==> src/rtl/line_fill_demux.sv <==
// line_fill_demux: cache refill write path. Collects a 4-word wrapping burst
// (critical word first) into a line register. It forwards the critical word
// early and hands the finished line to the cache array under valid/ack.
module line_fill_demux #(
   parameter int BUS_WIDTH = 32
) (
   input  logic                   i_clk,
   input  logic                   i_rst_n,
   input  logic                   i_start,
   input  logic [1:0]             i_start_offset,
   input  logic                   i_word_valid,
   input  logic [BUS_WIDTH-1:0]   i_word_data,
   output logic                   o_word_ready,
   output logic [4*BUS_WIDTH-1:0] o_line_data,
   output logic [3:0]             o_word_mask,
   output logic                   o_line_valid,
   input  logic                   i_line_ack,
   output logic                   o_crit_valid,
   output logic [BUS_WIDTH-1:0]   o_crit_data,
   output logic                   o_busy
);

   typedef enum logic [1:0] {
      IDLE = 2'd0,
      FILL = 2'd1,
      DONE = 2'd2
   } state_t;

   state_t     state;
   state_t     state_next;
   logic [1:0] ptr;
   logic [1:0] count;
   logic       beat;

   // Ready is decoded from state alone, so there is no path from i_word_valid.
   assign o_word_ready = (state == FILL);
   assign o_busy       = (state != IDLE);
   assign beat         = (state == FILL) && i_word_valid;

   // State register.
   always_ff @(posedge i_clk or negedge i_rst_n) begin
      if (!i_rst_n) begin
         state <= IDLE;
      end else begin
         state <= state_next;
      end
   end

   // Next-state logic: start only in IDLE, four beats in FILL, ack only in DONE.
   always_comb begin
      state_next = state;
      case (state)
         IDLE:    if (i_start) state_next = FILL;
         FILL:    if (beat && (count == 2'd3)) state_next = DONE;
         DONE:    if (i_line_ack) state_next = IDLE;
         default: state_next = IDLE;
      endcase
   end

   // Fill bookkeeping: slot pointer, beat count, mask, critical word, line valid.
   always_ff @(posedge i_clk or negedge i_rst_n) begin
      if (!i_rst_n) begin
         ptr          <= 2'd0;
         count        <= 2'd0;
         o_word_mask  <= 4'd0;
         o_crit_valid <= 1'b0;
         o_crit_data  <= '0;
         o_line_valid <= 1'b0;
      end else begin
         o_crit_valid <= 1'b0;
         case (state)
            IDLE: begin
               if (i_start) begin
                  ptr         <= i_start_offset;
                  count       <= 2'd0;
                  o_word_mask <= 4'd0;
               end
            end
            FILL: begin
               if (beat) begin
                  ptr              <= ptr + 2'd1;
                  count            <= count + 2'd1;
                  o_word_mask[ptr] <= 1'b1;
                  if (count == 2'd0) begin
                     o_crit_data  <= i_word_data;
                     o_crit_valid <= 1'b1;
                  end
                  if (count == 2'd3) begin
                     o_line_valid <= 1'b1;
                  end
               end
            end
            DONE: begin
               if (i_line_ack) begin
                  o_line_valid <= 1'b0;
               end
            end
            default: begin
               o_line_valid <= 1'b0;
            end
         endcase
      end
   end

   // One register per word slot; a beat writes only the slot ptr points at.
   generate
      for (genvar gi = 0; gi < 4; gi++) begin : gen_slot
         logic [BUS_WIDTH-1:0] slot;

         // Capture the incoming word when this slot is the current target.
         always_ff @(posedge i_clk or negedge i_rst_n) begin
            if (!i_rst_n) begin
               slot <= '0;
            end else if (beat && (ptr == 2'(gi))) begin
               slot <= i_word_data;
            end
         end

         assign o_line_data[gi*BUS_WIDTH +: BUS_WIDTH] = slot;
      end
   endgenerate

endmodule

==> config.mk <==
export PLATFORM = sky130hd
export DESIGN_NAME = line_fill_demux
export DESIGN_NICKNAME = d
export VERILOG_FILES = /design/src/rtl/line_fill_demux.sv
export SDC_FILE = /design/constraint.sdc
export NUM_CORES = 1
export LEC_CHECK = 0
export BUFFER_PORTS_ARGS = -buffer_cell sky130_fd_sc_hd__buf_2
export CORE_ASPECT_RATIO = 2
export CORE_MARGIN = 2
export CORE_UTILIZATION = 47
export DETAILED_ROUTE_END_ITERATION = 12
export PLACE_DENSITY = 0.76
export SLEW_MARGIN = 30
export SYNTH_ARGS = -nofsm -noshare
export SYNTH_HDL_FRONTEND = slang
export SYNTH_SLANG_ARGS = --single-unit
export TNS_END_PERCENT = 30
==> constraint.sdc <==
create_clock -name i_clk -period 1.5 [get_ports i_clk]
set_input_delay 0.15 -clock i_clk [delete_from_list [all_inputs] [get_ports i_clk]]
set_output_delay 0.15 -clock i_clk [all_outputs]
set_load 0.05 [all_outputs]
==> Yosys cells after proc, flatten, opt, wreduce, memory -nomap -nowiden <==
Cells that the tools add are included.
{ "totals": {"reg_bits": 172, "latchBits": 0, "mem_bits_rw": 0, "rom_bits": 0, "out_inout_bits": 168, "word_cells": 66, "memories": 0} }
{ "classes": {"add_sub_neg": 2, "multipliers": 0, "n_div": 0, "magnitude_cmp": 2, "eq_ne": 11, "n_shift": 0, "muxes": 22, "n_bitwise": 2, "reduce_logical": 16} }
{ "op_table": {"columns": ["cell", "count"], "rows": [
  ["2-to-1 mux 2 bit", 7],
  ["AND reduction 3 bit", 3],
  ["== test 2 bit (second input constant)", 4],
  ["2-to-1 mux 4 bit", 2],
  ["one-hot mux 2 bit (2 select lines)", 2],
  ["one-hot mux 4 bit (2 select lines)", 1],
  ["logical AND 1 bit", 7],
  ["2-to-1 mux 1 bit", 7],
  ["logical NOT 2 bit", 3],
  ["inequality test 2 x 1 -> 1 bit (second input constant)", 3],
  ["one-hot mux 2 bit (3 select lines)", 1],
  ["adder 2 x 1 -> 2 bit (second input constant)", 2],
  ["== test 2 x 1 -> 1 bit (second input constant)", 2],
  ["inequality test 2 bit (second input constant)", 2],
  ["OR 4 bit", 1],
  ["AND reduction 4 bit", 1],
  ["nonzero test 2 bit", 2],
  ["less-than comparator 2 x 3 -> 1 bit (second input constant)", 1],
  ["one-hot mux 1 bit (3 select lines)", 1],
  ["demux 1 bit (select 2 bit)", 1],
  [">= comparator 2 x 1 -> 1 bit (second input constant)", 1],
  ["NOT 1 bit", 1]
]} }

==> Logic depth before layout (Yosys ltp) <==
{ "logic_depth": {"depth_word": 7, "ltp_mapped": 6, "mapped_depth_nobuf": 5} }

==> Worst setup path after synthesis <==
No wires, ideal clock.
{ "synth_timing": {"kind": "register -> register", "from": "register state[1]", "to": "register o_crit_data[0]", "arrival_time_ns": 1.389, "required_ns": 1.375, "path_slack_ns": -0.014, "path_stages_with_launch": 6, "path_buffers": 2, "synth_period_minus_slack_ns": 1.514, "cell_sequence": "dfrtp_1 and3b_1 buf_12 nand2_8 buf_12 mux2_4"} }
{ "synth_between": {"elab_chain_len": 3} }
{ "synth_lines": {"columns": ["element", "line_no", "text"], "rows": [
  ["start: declaration", "29", "state_t state;"],
  ["start signal: assignment", "45", "state <= state_next;"],
  ["== test 2 x 1 -> 1 bit *", "38, 71", null],
  ["logical AND 1 bit", "38", "assign beat = (state == FILL) && i_word_valid;"],
  ["AND reduction 3 bit (no source line) *", null, null],
  ["end signal: assignment", "85", "o_crit_data <= i_word_data;"],
  ["end: declaration", "19", "output logic [BUS_WIDTH-1:0] o_crit_data,"]
]} }
Mark *: on every way between the ends. The rest lies on a longest branch, timed or not.
A chain may end at the register's enable or synchronous reset.

==> Final worst setup path <==
{ "layout_timing": {"from": "register state[1]", "to": "register gen_slot[0].slot[6]"} }
{ "layout_between": {"elab_chain_len": 3} }
{ "layout_lines": {"columns": ["element", "line_no", "text"], "rows": [
  ["== test 2 x 1 -> 1 bit", "38", null],
  ["logical AND 1 bit", "38", null],
  ["logical AND 1 bit", "114", "end else if (beat && (ptr == 2'(gi))) begin"],
  ["end signal: assignment", "115", "slot <= i_word_data;"],
  ["end: declaration", "108", "logic [BUS_WIDTH-1:0] slot;"]
]} }
Every way passes these cells.

==> load_flow_metrics.sql <==
INSERT INTO impl_metrics (metric_group, metric, value, unit) VALUES
('cells_and_area', 'antenna_cells_inserted', '0', ''),
('worst_setup_path', 'ff_to_ff_start', 'state[1]$_DFFE_PN0P_', ''),
('cells_and_area', 'most-common-layout-cells', 'sky130_fd_sc_hd__buf_2, sky130_fd_sc_hd__dfrtp_1, sky130_fd_sc_hd__mux2_4, sky130_fd_sc_hd__clkbuf_16, sky130_fd_sc_hd__buf_12', ''),
('worst_setup_path', 'crit_arrival', '1.85', 'ns'),
('worst_setup_path', 'reg2reg_setup_slack', '-0.06', 'ns'),
('timing', 'finalWorstSetupSlack', '-0.05913', 'ns'),
('cells_and_area', 'design.final.nets', '691', ''),
('detailed_routing', 'drt-wirelength-per-cell', '18.39', 'um'),
('grt', 'grt_first_pass_wirelength', '25.05', 'mm'),
('yosys', 'main_combinational_cell_family_by_area_after_synthesis', 'multiplexers', ''),
('yosys', 'share_of_the_synthesized_area_in_compound_gates_ao_oa_aoi_oai', '1.368', '%'),
('worst_setup_path', 'cp_data_required_time', '1.79', 'ns'),
('clocking', 'clock_path_buffers', '2', ''),
('die', 'die_area', '16840', 'sq um'),
('yosys', 'syn-num-nets', '447', ''),
('yosys', 'synth_mux_area_share', '32.15', '%'),
('worst_setup_path', 'setup.worst_path.class', 'reg -> reg', ''),
('clocking', 'clock_tree.htree_level_count', '4', ''),
('detailed_routing', 'initialDrtViolationCount', '90', ''),
('worst_setup_path', 'r2r.worst_path.cells', '5', ''),
('detailed_routing', 'via_per_inst', '4.941', ''),
('grt', 'grt_max_degree', '50', ''),
('cells_and_area', 'fin_util', '61.03', '%'),
('worst_setup_path', 'cp-end-kind', 'flip-flop', ''),
('cells_and_area', 'seqCellArea', '4304', 'sq um'),
('status', 'violations_in_the_final_reports', 'negative setup slack', ''),
('grt', 'grt_antenna_before_repair', '0', ''),
('die', 'dieWidth', '92.76', 'um'),
('place', 'gp_routability_congestion', '0.7438', ''),
('worst_setup_path', 'critical_path.reg2reg.endpoint', 'gen_slot[0].slot[6]$_DFFE_PN0P_', ''),
('detailed_routing', 'detail-route-antenna-nets', '0', ''),
('cells_and_area', 'mostFrequentLayoutCell', 'sky130_fd_sc_hd__buf_2', ''),
('die', 'design.portCount', '207', ''),
('grt', 'grt_usage', '19.04', '%'),
('worst_setup_path', 'endpoint', 'gen_slot[0].slot[6]$_DFFE_PN0P_', ''),
('clocking', 'cts_tree', 'done', ''),
('cells_and_area', 'post_route_cells_drive_above_1_share', '66.87', '%'),
('yosys', 'syn-instance-count', '402', ''),
('timing', 'timing.final.crit_share', '103.9', '%'),
('worst_setup_path', 'timing.critical_path.from_type', 'flip-flop', ''),
('yosys', 'synth_seq_cells', '172', ''),
('yosys', 'avgSynthCellArea', '18.42', 'sq um'),
('timing', 'final.setup.tns', '-3.984', 'ns'),
('yosys', 'yosysSeqAreaShare', '58.12', '%'),
('yosys', 'synth_cell_types', '26', ''),
('worst_setup_path', 'critical_path.max_fanout', '13', ''),
('detailed_routing', 'drt_first_pass_iters', '4', ''),
('yosys', 'post_synth_fa_ha_maj_area_fraction', '1.014', '%'),
('yosys', 'synth_simple_gate_area_share', '2.467', '%'),
('timing', 'report.final.setup_viol', '134', ''),
('detailed_routing', 'vias', '4244', ''),
('timing', 'timing.max_slew.rel_slack', '74.28', '%'),
('yosys', 'yosysWarnings', '0', ''),
('die', 'fp.dieH', '181.5', 'um'),
('worst_hold_path', 'path_category_of_the_worst_min_delay_check', 'in -> reg', ''),
('timing', 'timing_worst_slew_pin_value', '0.3858', 'ns'),
('timing', 'rsz0062_at_grt', 'true', ''),
('yosys', 'yosys.area_share.xor_xnor', '0', '%'),
('clocking', 'cts-buffers-inserted', '17', ''),
('grt', 'first_global_vias', '4399', ''),
('yosys', 'mappedNetlistArea', '7406', 'sq um'),
('cells_and_area', 'area_growth', '28.67', '%'),
('cells_and_area', 'multiInputGateArea', '2780', 'sq um'),
('status', 'status', 'finished, violations left', ''),
('timing', 'final_hold_viol_count', '0', ''),
('clocking', 'clk_transition_reported_paths', '0.07', 'ns'),
('clocking', 'worstSkewPairLatency', '0.42', 'ns'),
('clocking', 'root_buffer_master', 'sky130_fd_sc_hd__clkbuf_16', ''),
('flow_run', 'max_cap_viol_count', '0', ''),
('die', 'initial_utilization', '47.43', '%'),
('timing', 'final_critical_path_required_period', '1.559', 'ns');
[cell usage after synthesis]
cell	number	area share, %
sky130_fd_sc_hd__or2_2	1	0.085
sky130_fd_sc_hd__mux2i_1	2	0.27
sky130_fd_sc_hd__ha_1	6	1.0
sky130_fd_sc_hd__a22o_1	2	0.24
sky130_fd_sc_hd__o21ai_0	4	0.27
sky130_fd_sc_hd__nand2_8	5	1.4
sky130_fd_sc_hd__a21oi_1	5	0.34
sky130_fd_sc_hd__buf_12	16	4.3
sky130_fd_sc_hd__o31a_1	1	0.12
sky130_fd_sc_hd__and2b_1	1	0.10
sky130_fd_sc_hd__dfrtp_1	172	58
sky130_fd_sc_hd__inv_1	7	0.35
sky130_fd_sc_hd__a21o_1	1	0.10
sky130_fd_sc_hd__mux2_2	11	1.7
sky130_fd_sc_hd__a31oi_1	1	0.085
sky130_fd_sc_hd__clkbuf_1	1	0.051
sky130_fd_sc_hd__nand3_1	2	0.14
sky130_fd_sc_hd__mux2_4	149	30
sky130_fd_sc_hd__and3b_1	1	0.12
sky130_fd_sc_hd__o22a_1	1	0.12
sky130_fd_sc_hd__nor2_1	6	0.30
sky130_fd_sc_hd__buf_6	1	0.15
sky130_fd_sc_hd__nand3b_1	1	0.10
sky130_fd_sc_hd__nand2_1	3	0.15
sky130_fd_sc_hd__o21bai_1	1	0.10
sky130_fd_sc_hd__or3b_2	1	0.12
[cell families after synthesis]
family,Yosys count
AO/OA/AOI/OAI,16
adder cells (fa/ha/maj),6
buffers and inverters,25
flip-flops,172
multiplexers,162
AND/OR/NAND/NOR,21
[metrics by stage]
step / setup WS (ns) / std cells / hold slack [ns] / instance area (sq um)
floorplan: -0.001426 / 402 / -0.1456 / 7407
global placement: -0.001589 / 818 / 0.08608 / 8788
detailed placement: -0.03771 / 818 / 0.08378 / 8788
CTS: -0.06000 / 851 / 0.001744 / 9423
global route: -0.09543 / 859 / 0.01048 / 9529
finish: -0.05913 / 859 / 0.02391 / 9529
[worst min path at each step]
stage | start | to | slack, ns
after floorplan | i_rst_n | count[0]$_DFFE_PN0P_ | -0.15
after global placement | i_rst_n | gen_slot[3].slot[8]$_DFFE_PN0P_ | 0.09
after detailed placement | i_rst_n | gen_slot[3].slot[8]$_DFFE_PN0P_ | 0.08
after CTS | i_word_data[29] | gen_slot[0].slot[29]$_DFFE_PN0P_ | 0.002
after global routing | i_word_data[30] | gen_slot[2].slot[30]$_DFFE_PN0P_ | 0.01
final | i_word_data[29] | gen_slot[0].slot[29]$_DFFE_PN0P_ | 0.02
[flip-flops by register name, indices dropped and copies added (netlist names)]
register / cells
state: 2
gen_slot.slot: 128
o_word_mask: 4
o_crit_data: 32
count: 2
o_crit_valid: 1
ptr: 2
o_line_valid: 1
[repair_timing]
action / in CTS / in global routing
gates resized for setup: 7 / 7
setup endpoints to repair: 151 / 156
setup buffers: 0 / 6
pin swaps: 0 / 0
hold endpoints to repair: 121 / 0
hold buffers: 2 / 0
cloned: 0 / 2
[cell type report]
type / count / share of cell area, %
clock buffers: 20 / 4.793
clock inverters: 11 / 1.418
well taps: 201 / 2.639
inverters: 7 / 0.2757
multi-input cells: 206 / 29.18
repair buffers: 242 / 16.53
flip-flops and latches: 172 / 45.17
[critical path, cell delays in order (launching register included)]
cell                      delay [ns]
sky130_fd_sc_hd__dfrtp_1        0.38
sky130_fd_sc_hd__and3b_2        0.32
sky130_fd_sc_hd__buf_4          0.16
sky130_fd_sc_hd__nand2_8        0.07
sky130_fd_sc_hd__buf_12         0.17
sky130_fd_sc_hd__mux2_4         0.31
[metal layers]
metal	part of all wire, %	wire [um]	GRT usage [%]
met5	0	0	0
met4	1.1	167	6.176
met3	7.0	1105	5.519
met2	47	7383	28.32
met1	45	7143	27.02
Power is left out: the tool's default activity adds up to more than one toggle a clock period on the data nets, which glitch-free logic cannot reach.
